===== src/rtl/alu_cmd_issuer.sv =====
// Command-side master for the 4-bit ALU: FIFO-buffered commands are driven as packed words,
// held for a settle window, then results return in order. Define ALU_OPCHK_EN for opcode checks.
module alu_cmd_issuer #(
  parameter int unsigned FIFO_DEPTH = 4,
  parameter int unsigned SETTLE_CYC = 2
) (
  input  logic        clk,
  input  logic        rst,
  input  logic        cmd_valid,
  output logic        cmd_ready,
  input  logic [3:0]  cmd_op,
  input  logic [3:0]  cmd_a,
  input  logic [3:0]  cmd_b,
  output logic [11:0] alu_in,
  input  logic [3:0]  alu_out,
  input  logic        alu_sign,
  input  logic        alu_carr,
  input  logic        alu_zero,
  output logic        rsp_valid,
  input  logic        rsp_ready,
  output logic [3:0]  rsp_op,
  output logic [3:0]  rsp_out,
  output logic        rsp_sign,
  output logic        rsp_carr,
  output logic        rsp_zero,
`ifdef ALU_OPCHK_EN
  output logic        rsp_err,
`endif
  output logic        busy,
  output logic [15:0] issued_cnt
);

  localparam int unsigned PtrW = (FIFO_DEPTH > 1) ? $clog2(FIFO_DEPTH) : 1;
  localparam int unsigned CntW = $clog2(FIFO_DEPTH + 1);
  localparam int unsigned SetW = $clog2(SETTLE_CYC + 1);

  typedef enum logic [1:0] {StIdle, StDrive, StResp} state_e;

  state_e            state_q, state_d;
  logic [11:0]       mem_q [FIFO_DEPTH];
  logic [PtrW-1:0]   wr_ptr_q, wr_ptr_d, rd_ptr_q, rd_ptr_d;
  logic [CntW-1:0]   count_q, count_d;
  logic [SetW-1:0]   settle_q, settle_d;
  logic [11:0]       alu_in_q, alu_in_d;
  logic [15:0]       issued_cnt_q, issued_cnt_d;
  logic              rsp_valid_q, rsp_valid_d;
  logic [3:0]        rsp_op_q, rsp_op_d, rsp_out_q, rsp_out_d;
  logic              rsp_sign_q, rsp_sign_d, rsp_carr_q, rsp_carr_d, rsp_zero_q, rsp_zero_d;
  logic              empty, full, push, pop, rsp_hs;
  logic [11:0]       head;

  assign empty  = (count_q == '0);
  assign full   = (count_q == CntW'(FIFO_DEPTH));
  assign push   = cmd_valid && !full;
  assign rsp_hs = rsp_valid_q && rsp_ready;
  assign pop    = !empty && ((state_q == StIdle) || ((state_q == StResp) && rsp_hs));
  assign head   = mem_q[rd_ptr_q];

`ifdef ALU_OPCHK_EN
  logic rsp_err_q, rsp_err_d;
  logic head_legal;

  always_comb begin
    case (head[11:8])
      4'hD, 4'h9, 4'h5, 4'h1, 4'hC, 4'h2, 4'h3, 4'h6: head_legal = 1'b1;
      default:                                         head_legal = 1'b0;
    endcase
  end
`endif

  // Storage needs no reset; occupancy alone decides what is valid.
  always_ff @(posedge clk) begin
    if (push) begin
      mem_q[wr_ptr_q] <= {cmd_op, cmd_b, cmd_a};
    end
  end

  always_comb begin
    wr_ptr_d = push ? wr_ptr_q + PtrW'(1) : wr_ptr_q;
    rd_ptr_d = pop ? rd_ptr_q + PtrW'(1) : rd_ptr_q;
    count_d  = count_q;
    if (push && !pop) begin
      count_d = count_q + CntW'(1);
    end else if (!push && pop) begin
      count_d = count_q - CntW'(1);
    end
  end

  always_comb begin
    state_d      = state_q;
    alu_in_d     = alu_in_q;
    issued_cnt_d = issued_cnt_q;
    settle_d     = settle_q;
    rsp_valid_d  = rsp_valid_q;
    rsp_op_d     = rsp_op_q;
    rsp_out_d    = rsp_out_q;
    rsp_sign_d   = rsp_sign_q;
    rsp_carr_d   = rsp_carr_q;
    rsp_zero_d   = rsp_zero_q;
`ifdef ALU_OPCHK_EN
    rsp_err_d    = rsp_err_q;
`endif
    unique case (state_q)
      StIdle: alu_in_d = 12'h000;
      StDrive: begin
        settle_d = settle_q + SetW'(1);
        if (settle_q == SetW'(SETTLE_CYC - 1)) begin
          rsp_valid_d = 1'b1;
          rsp_op_d    = alu_in_q[11:8];
          rsp_out_d   = alu_out;
          rsp_sign_d  = alu_sign;
          rsp_carr_d  = alu_carr;
          rsp_zero_d  = alu_zero;
`ifdef ALU_OPCHK_EN
          rsp_err_d   = 1'b0;
`endif
          state_d     = StResp;
        end
      end
      StResp: begin
        if (rsp_hs) begin
          rsp_valid_d = 1'b0;
          alu_in_d    = 12'h000;
          state_d     = StIdle;
        end
      end
      default: state_d = StIdle;
    endcase

    // A pop overrides the IDLE return so back-to-back commands skip IDLE.
    if (pop) begin
`ifdef ALU_OPCHK_EN
      if (!head_legal) begin
        alu_in_d    = alu_in_q;
        rsp_valid_d = 1'b1;
        rsp_op_d    = head[11:8];
        rsp_out_d   = 4'h0;
        rsp_sign_d  = 1'b0;
        rsp_carr_d  = 1'b0;
        rsp_zero_d  = 1'b0;
        rsp_err_d   = 1'b1;
        state_d     = StResp;
      end else
`endif
      begin
        alu_in_d     = head;
        issued_cnt_d = issued_cnt_q + 16'd1;
        settle_d     = '0;
        state_d      = StDrive;
      end
    end
  end

  always_ff @(posedge clk) begin
    if (rst) begin
      state_q      <= StIdle;
      wr_ptr_q     <= '0;
      rd_ptr_q     <= '0;
      count_q      <= '0;
      settle_q     <= '0;
      alu_in_q     <= 12'h000;
      issued_cnt_q <= 16'h0000;
      rsp_valid_q  <= 1'b0;
      rsp_op_q     <= 4'h0;
      rsp_out_q    <= 4'h0;
      rsp_sign_q   <= 1'b0;
      rsp_carr_q   <= 1'b0;
      rsp_zero_q   <= 1'b0;
`ifdef ALU_OPCHK_EN
      rsp_err_q    <= 1'b0;
`endif
    end else begin
      state_q      <= state_d;
      wr_ptr_q     <= wr_ptr_d;
      rd_ptr_q     <= rd_ptr_d;
      count_q      <= count_d;
      settle_q     <= settle_d;
      alu_in_q     <= alu_in_d;
      issued_cnt_q <= issued_cnt_d;
      rsp_valid_q  <= rsp_valid_d;
      rsp_op_q     <= rsp_op_d;
      rsp_out_q    <= rsp_out_d;
      rsp_sign_q   <= rsp_sign_d;
      rsp_carr_q   <= rsp_carr_d;
      rsp_zero_q   <= rsp_zero_d;
`ifdef ALU_OPCHK_EN
      rsp_err_q    <= rsp_err_d;
`endif
    end
  end

  assign cmd_ready  = !full;
  assign alu_in     = alu_in_q;
  assign issued_cnt = issued_cnt_q;
  assign rsp_valid  = rsp_valid_q;
  assign rsp_op     = rsp_op_q;
  assign rsp_out    = rsp_out_q;
  assign rsp_sign   = rsp_sign_q;
  assign rsp_carr   = rsp_carr_q;
  assign rsp_zero   = rsp_zero_q;
  assign busy       = !empty || (state_q != StIdle);
`ifdef ALU_OPCHK_EN
  assign rsp_err    = rsp_err_q;
`endif

endmodule

===== config.mk =====
export PLATFORM = sky130hd
export DESIGN_NAME = alu_cmd_issuer
export DESIGN_NICKNAME = d
export VERILOG_FILES = /design/src/rtl/alu_cmd_issuer.sv
export SDC_FILE = /design/constraint.sdc
export NUM_CORES = 1
export LEC_CHECK = 0
export CORE_MARGIN = 3
export CORE_UTILIZATION = 53
export DETAILED_ROUTE_END_ITERATION = 8
export PLACE_DENSITY = 0.85
export SYNTH_ARGS = -nofsm -noshare
export SYNTH_HDL_FRONTEND = slang
export SYNTH_SLANG_ARGS = --single-unit
export TNS_END_PERCENT = 20

===== constraint.sdc =====
create_clock -name clk -period 3.35 [get_ports clk]
set_clock_uncertainty 0.15 [all_clocks]
set_input_delay 0.335 -clock clk [delete_from_list [all_inputs] [get_ports clk]]
set_output_delay 0.335 -clock clk [all_outputs]
set_load 0.01 [all_outputs]

==> run summary, run 1 <==
chip width - 92.0 µm
H-tree levels - 3
clock root cell - clkbuf_8
Yosys reg bits - 101
RePlAce Congestion - 0.763
syn nets - 344
reg-to-reg startpoint - count_q[0]
vias per cell - 5.49
final core utilization - 69.5%
vias in the first global route - 2,567
Final #Nets - 407
clk sinks - 101
Clk Latency, worst-skew pair - 0.37 ns
Syn Inst Count - 313
Final Hold Vio Count - 0
multi-input combinational cell area - 0.00134 mm²
Cell variety after synth - 36
worst-margin pin slew - 0.940 ns
final worst setup slack - 0.799 ns
CP endpoint kind - output port
Final Critical Period - 2.55 ns
Setup violations, final - 0
startpoint types - flop
total power - 3.32 mW
hold buffers post-CTS - 0
Power Density - 684 mW/mm²
Max Freq - 0.392 GHz
Final Instance Count excl. Fillers - 477
crit path to - busy
Global Route Usage Sum - 19.2%
top cells by area, synth - edfxtp_1 37%, dfxtp_1 27%, mux4_2 6.9%
top_reg_cell synth - dfxtp_1
routed via count - 2,621
post-synth top area share - 36.8%
io pins - 65
reg2reg setup slack - 0.81 ns
worst r2r dst - count_q[2]
first-pass GRT wire length - 12,500 µm
Area Overhead vs Synth - 23.8%
CTS tree - built
count leader, synth - dfxtp_1
syn_area_per_cell - 12.5 µm²
post-CTS setup buffers - 0
Post-Route WL - 7730 µm
Post-route DRC - 0
worst vdd ir - 0.000434 V
Area after DPL - 0.00464 mm²
num rows - 30
Tightest Hold Check Type - reg2reg
Starting Density - 56.1%
die area - 0.00846 mm²
share of cells above drive strength 1 - 9.19%
worst reg2reg path depth - 8
dpl hpwl - 5170 µm
diode count - 0
Core Footprint - 0.00698 mm²
sequential area share after synthesis - 63.9%
Routed Antenna Nets - 0
Leak Pwr - 1.63 nW
Num CTS Buffers - 9
Max Fanout on Critical Path - 6
top post-synthesis cells by count - 53 x dfxtp_1, 48 x edfxtp_1, 35 x nand2_1
Max Slew Vio Count - 0
synthesized cell area - 0.00392 mm²
dpl ws - 0.538 ns
initial drt markers - 106
initial antenna violation count - 0
Synth async-reset ratio - 0%
Post-synth EDFFs - 48
Synth Warn # - 0
required time of the critical path - 2.86 ns
register area - 0.00250 mm²
Max-Cap Viols - 0
IO Port Bufs - 64
setup TNS - 0 ns
Finished Cell Area - 0.00485 mm²
GR Overflow Total - 0
post-route clock period utilization - 76.2%
Data arrival, critical path - 2.07 ns
Crit Path Category - reg2out
Clock transition at path regs - 0.11 ns
WHS - 0.309 ns
Max clock buf depth - 2
placed insts - 461
Die Ht - 92.0 µm
normalized max-slew margin - 37.4%
RSZ-0062 raised after global routing - no
status - complete, no violations
post-cts repair resize count - 0
1st-pass router iterations - 4
Setup crit start - count_q[2]
area leader, netlist - edfxtp_1
fill cell count - 511
pin count of the biggest net entering global routing - 54
DR WL/cell - 16.2 µm
[cell usage in the layout (no fill, tap or decap), types with 2 or more instances in the layout]
master / count
nand2_1: 35
ha_1: 7
and2_1: 4
clkinv_8: 4
and3_1: 3
nor2b_1: 2
nor3_1: 3
clkdlybuf4s50_1: 63
mux2i_1: 3
and4_1: 2
mux4_2: 12
buf_4: 2
a21boi_1: 2
o21ai_0: 7
a21oi_1: 24
o31ai_1: 4
inv_1: 7
clkbuf_8: 9
nand3_1: 5
xnor2_1: 6
dfxtp_1: 53
xor2_1: 5
or4_1: 4
nand4_1: 4
a22oi_1: 12
nor2_1: 31
or3_1: 6
edfxtp_1: 48
inv_6: 2
[power breakdown]
group / leakage, nW / internal [mW] / switching, mW
combinational: 0.656 / 0.457 / 0.451
sequential: 0.871 / 1.47 / 0.161
clock: 0.105 / 0.301 / 0.475
[final cells by class]
type / count / share of cell area [%]
timing repair buffer: 66 / 13.4
tap: 96 / 2.48
inverter: 7 / 0.542
clock buffer: 9 / 2.55
clock inverter: 7 / 1.88
sequential: 101 / 51.6
multi-input combinational: 191 / 27.5
[critical path, cell delays in order (launching register included)]
cell and delay [ns]:
dfxtp_1 0.37, or3_1 0.49, or3_1 0.35, clkdlybuf4s50_1 0.48
[sequential cells by signal (all words and copies together) (netlist names), 2 cells and up, named ones only]
signal / flops
rd_ptr_q: 2
settle_q: 2
rsp_op: 4
issued_cnt: 16
wr_ptr_q: 2
state_q: 2
count_q: 3
mem_q: 48
alu_in: 12
rsp_out: 4
[metal layers]
metal	track usage [%]	wire, µm	vias up
li1	-	-	1272
met1	23.1	3280	1273
met2	33.6	3940	66
met3	4.27	383	10
met4	7.30	121	0
met5	0	0	-
[worst min-delay path by stage]
stage               depth (start not counted)      from          end  slack, ns
floorplan                                   0  cmd_a[0]  mem_q[0][0]       0.28
global placement                            2  rsp_zero     rsp_zero       0.29
detailed placement                          2  rsp_carr     rsp_carr       0.30
CTS                                         2  rsp_carr     rsp_carr       0.31
global route                                2  rsp_carr     rsp_carr       0.33
finish                                      2  rsp_carr     rsp_carr       0.31
[kinds of logic (layout without fill, tap and decap cells)]
kind of cell	after synthesis	count (layout)	synth area share, %
XOR/XNOR	11	11	2.46
AO/OA/AOI/OAI	51	51	7.89
buffers and inverters	21	89	2.04
AND/OR/NAND/NOR	105	105	13.1
multiplexers	16	16	7.95
flip-flops	101	101	63.9
adder cells (fa/ha/maj)	8	8	2.75
Power figures use the tool's default switching activity.
==> run 2: changes to the inputs <==
==> constraint.sdc (replaced) <==
create_clock -name clk -period 2.65 [get_ports clk]
set_clock_uncertainty 0.15 [all_clocks]
set_input_delay 0.265 -clock clk [delete_from_list [all_inputs] [get_ports clk]]
set_output_delay 0.265 -clock clk [all_outputs]
set_load 0.01 [all_outputs]
==> run summary, run 2 (same netlist as run 1, synthesis figures left out) <==
status - complete, no violations
placed insts - 469
initial antenna violation count - 0
RePlAce Congestion - 0.785
Final Hold Vio Count - 0
vias in the first global route - 2,550
Global Route Usage Sum - 19.4%
DR WL/cell - 16.0 µm
post-cts repair resize count - 0
Area Overhead vs Synth - 25.3%
initial drt markers - 121
top sig layer - met4
Starting Density - 56.1%
final core utilization - 70.3%
Setup violations, final - 0
hold buffers post-CTS - 0
startpoint types - flop
post-CTS setup buffers - 0
met1 WL - 3200 µm
1st-pass router iterations - 4
commonest non-fill, non-tap cell in the layout - clkdlybuf4s50_1
total power - 4.24 mW
CTS tree - built
H-tree levels - 3
met2 WL - 3970 µm
Max Slew Vio Count - 0
die area - 0.00846 mm²
post-route clock period utilization - 93.9%
Max-Cap Viols - 0
most flop-heavy register - mem_q
clock root cell - clkbuf_8
Num CTS Buffers - 9
setup TNS - 0 ns
Clk Latency, worst-skew pair - 0.37 ns
Max clock buf depth - 2
Die Ht - 92.0 µm
vias per cell - 5.53
Leak Pwr - 1.67 nW
Max Fanout on Critical Path - 6
required time of the critical path - 2.24 ns
met3 wire length - 439 µm
Crit Path Category - reg2out
Final Instance Count excl. Fillers - 485
Core Footprint - 0.00698 mm²
CP endpoint kind - output port
normalized max-slew margin - 59.8%
diode count - 0
Final #Nets - 415
worst vdd ir - 0.000548 V
IO Port Bufs - 64
num rows - 30
first-pass GRT wire length - 12,600 µm
pin count of the biggest net entering global routing - 33
worst-margin pin slew - 0.602 ns
commonest non-fill, non-tap cells in the layout - 63 x clkdlybuf4s50_1, 53 x dfxtp_1, 48 x edfxtp_1
Power Density - 864 mW/mm²
clk sinks - 101
chip width - 92.0 µm
Clock transition at path regs - 0.11 ns
Data arrival, critical path - 2.07 ns
Post-route DRC - 0
RSZ-0062 raised after global routing - no
io pins - 65
Max Freq - 0.402 GHz
share of cells above drive strength 1 - 11.1%
dpl hpwl - 5300 µm
number of flip-flops in the largest register - 48
Tightest Hold Check Type - in2reg
fill cell count - 511
routed via count - 2,682
Post-Route WL - 7750 µm
dpl ws - 0.0818 ns
Routed Antenna Nets - 0
Final Critical Period - 2.49 ns
GR Overflow Total - 0
final worst setup slack - 0.162 ns
[run 2: cell type report]
| class | instances | area (µm²) | area share [%] |
|---|---|---|---|
| Tap cell | 96 | 120 | 2.45 |
| Multi-Input combinational cell | 191 | 1340 | 27.2 |
| Sequential cell | 101 | 2500 | 51.0 |
| Clock buffer | 9 | 124 | 2.52 |
| Clock inverter | 7 | 88.8 | 1.81 |
| Timing Repair Buffer | 74 | 711 | 14.5 |
| Inverter | 7 | 26.3 | 0.535 |
[run 2: layer usage]
| metal | vias up | GRT usage, % |
|---|---|---|
| li1 | 1290 | - |
| met1 | 1291 | 24.1 |
| met2 | 91 | 32.9 |
| met3 | 10 | 3.45 |
| met4 | 0 | 8.91 |
| met5 | - | 0 |
[run 2: worst max-delay path, stage by stage (launching register included)]
cell and delay, ns:
dfxtp_1 0.37, or3_1 0.48, or3_1 0.35, clkdlybuf4s50_1 0.49
[run 2: path summary, 6_finish.rpt]
kind | from | to | slack (ns) | cells after the start
worst max register to register | count_q[0] | count_q[2] | 0.26 | 9
worst min-delay path | rst | issued_cnt[0] | 0.14 | 2
worst min register to register | rsp_carr | rsp_carr | 0.31 | 2
worst max-delay path | count_q[2] | busy | 0.16 | 3
[run 2: through the flow]
step	area, µm²	hold slack [ns]
2_1_floorplan	3920	0.214
3_3_place_gp	4700	0.291
3_5_place_dp	4700	0.297
4_1_cts	4910	0.125
5_1_grt	4910	0.151
6_report	4910	0.138
[run 2: power breakdown]
group	total (mW)	switching (mW)	leakage, nW	internal [mW]
Clock	0.988	0.605	0.106	0.383
Combinational	1.22	0.619	0.698	0.603
Sequential	2.03	0.172	0.871	1.86
Total	4.24	1.40	1.67	2.85
==> run 3: changes to the inputs <==
--- a/config.mk
+++ b/config.mk
@@ -8,6 +8,7 @@
 export CORE_MARGIN = 3
 export CORE_UTILIZATION = 53
 export DETAILED_ROUTE_END_ITERATION = 8
+export GPL_TIMING_DRIVEN = 0
 export PLACE_DENSITY = 0.85
 export SYNTH_ARGS = -nofsm -noshare
 export SYNTH_HDL_FRONTEND = slang
==> run summary, run 3 (same netlist as run 1, synthesis figures left out) <==
Num CTS Buffers - 9
Die Ht - 92.0 µm
Top delay family on crit path - simple AND/OR/NAND/NOR gates
routed via count - 2,663
initial antenna violation count - 0
vias per cell - 5.45
Setup crit start - count_q[0]
WP buf/inv - 3
most flop-heavy register - mem_q
RePlAce Congestion - 0.788
IO Port Bufs - 63
Data arrival, critical path - 2.63 ns
CTS tree - built
WHS - 0.170 ns
Max Fanout on Critical Path - 10
Post-route DRC - 0
M1 GR Usage - 24.3%
reg-to-reg startpoint - count_q[0]
hold buffers post-CTS - 0
Final Instance Count excl. Fillers - 489
fill cell count - 493
Final Hold Vio Count - 0
CP max-delay cell - dfxtp_1
Worst path max stage delay - 0.41 ns
share of cells above drive strength 1 - 9.92%
status - complete, no violations
pin count of the biggest net entering global routing - 21
final core utilization - 70.7%
io pins - 65
Final #Nets - 419
chip width - 92.0 µm
Max Slew Vio Count - 0
Setup violations, final - 0
Routed Antenna Nets - 0
normalized max-slew margin - 57.3%
CP endpoint kind - flop
clock root cell - clkbuf_8
worst vdd ir - 0.000431 V
diode count - 0
num rows - 30
DR WL/cell - 16.0 µm
Area Overhead vs Synth - 26.0%
1st-pass router iterations - 4
H-tree levels - 3
number of flip-flops in the largest register - 48
GR Overflow Total - 0
gr busiest metal - met2
Core Footprint - 0.00698 mm²
commonest non-fill, non-tap cells in the layout - 63 x clkdlybuf4s50_1, 52 x dfxtp_1, 48 x edfxtp_1
Starting Density - 56.1%
Leak Pwr - 1.66 nW
startpoint types - flop
first-pass GRT wire length - 13,000 µm
Max Freq - 0.402 GHz
hold path startpoint - rst
CP Cell Sequence - nor3_4, nor3_4, clkbuf_2, inv_1, ha_1, inv_1, fa_1, xor2_1, or3_1, a21oi_1
placed insts - 472
commonest non-fill, non-tap cell in the layout - clkdlybuf4s50_1
Tightest Hold Check Type - in2reg
Max clock buf depth - 2
setup TNS - 0 ns
vias in the first global route - 2,757
Clk Latency, worst-skew pair - 0.36 ns
worst-margin pin slew - 0.640 ns
clk sinks - 101
Final Critical Period - 2.49 ns
initial drt markers - 186
dpl hpwl - 5370 µm
Max-Cap Viols - 0
met3 global-route usage - 3.45%
Global Route Usage Sum - 19.5%
Clock transition at path regs - 0.11 ns
RSZ-0062 raised after global routing - no
Power Density - 879 mW/mm²
required time of the critical path - 2.79 ns
M2 GR Usage - 33.3%
Post-Route WL - 7810 µm
die area - 0.00846 mm²
post-route clock period utilization - 93.8%
Crit Path Category - reg2reg
-- run 3: worst paths after layout --
path	endpoint	slack [ns]	depth (start not counted)
hold / removal	settle_q[1]	0.17	2
hold reg to reg	rsp_out[1]	0.31	2
setup / recovery	count_q[2]	0.16	10
setup reg to reg	count_q[2]	0.16	10
-- run 3: worst register-to-register path: cells and delay by family, from the launching register on --
kind | cells | cell delay [ns]
AND/OR/NAND/NOR | 3 | 0.65
flip-flops | 1 | 0.41
adder cells (fa/ha/maj) | 2 | 0.55
AO/OA/AOI/OAI | 1 | 0.14
buffers and inverters | 3 | 0.37
XOR/XNOR | 1 | 0.15
-- run 3: layout make-up --
cell class                 count  area, µm²  area share, %
sequential                   101       2500           50.7
clock inverter                 7        100           2.03
clock buffer                   9        124           2.51
multi-input combinational    191       1370           27.7
inverter                       7       26.3          0.532
timing repair buffer          64        638           12.9
buffer                        14       55.1           1.12
tap                           96        120           2.43
-- run 3: repair_timing --
action	in CTS	in global routing
pin swaps	1	0
endpoints found under the setup margin	3	1
resized for setup	4	4
setup buffers	1	0
-- run 3: routing by layer --
layer | wire length [µm] | vias up | part of all wire (%)
li1 | - | 1289 | -
met1 | 3260 | 1292 | 42
met2 | 4070 | 71 | 52
met3 | 343 | 11 | 4.4
met4 | 142 | 0 | 1.8
met5 | 0 | - | 0
-- run 3: power by group --
part,switching [mW],internal [mW]
Combinational,0.638,0.609
Sequential,0.174,1.86
Clock,0.589,0.468
Total,1.40,2.94
-- run 3: per-stage QoR --
stage / total power [mW] / setup WS (ns) / cell area (µm²)
floorplan: 2.79 / 0.175 / 3920
global placement: 3.20 / -0.582 / 4670
detailed placement: 3.25 / -0.655 / 4670
CTS: 4.33 / 0.0313 / 4920
global route: 4.58 / 0.0368 / 4940
finish: 4.34 / 0.164 / 4940
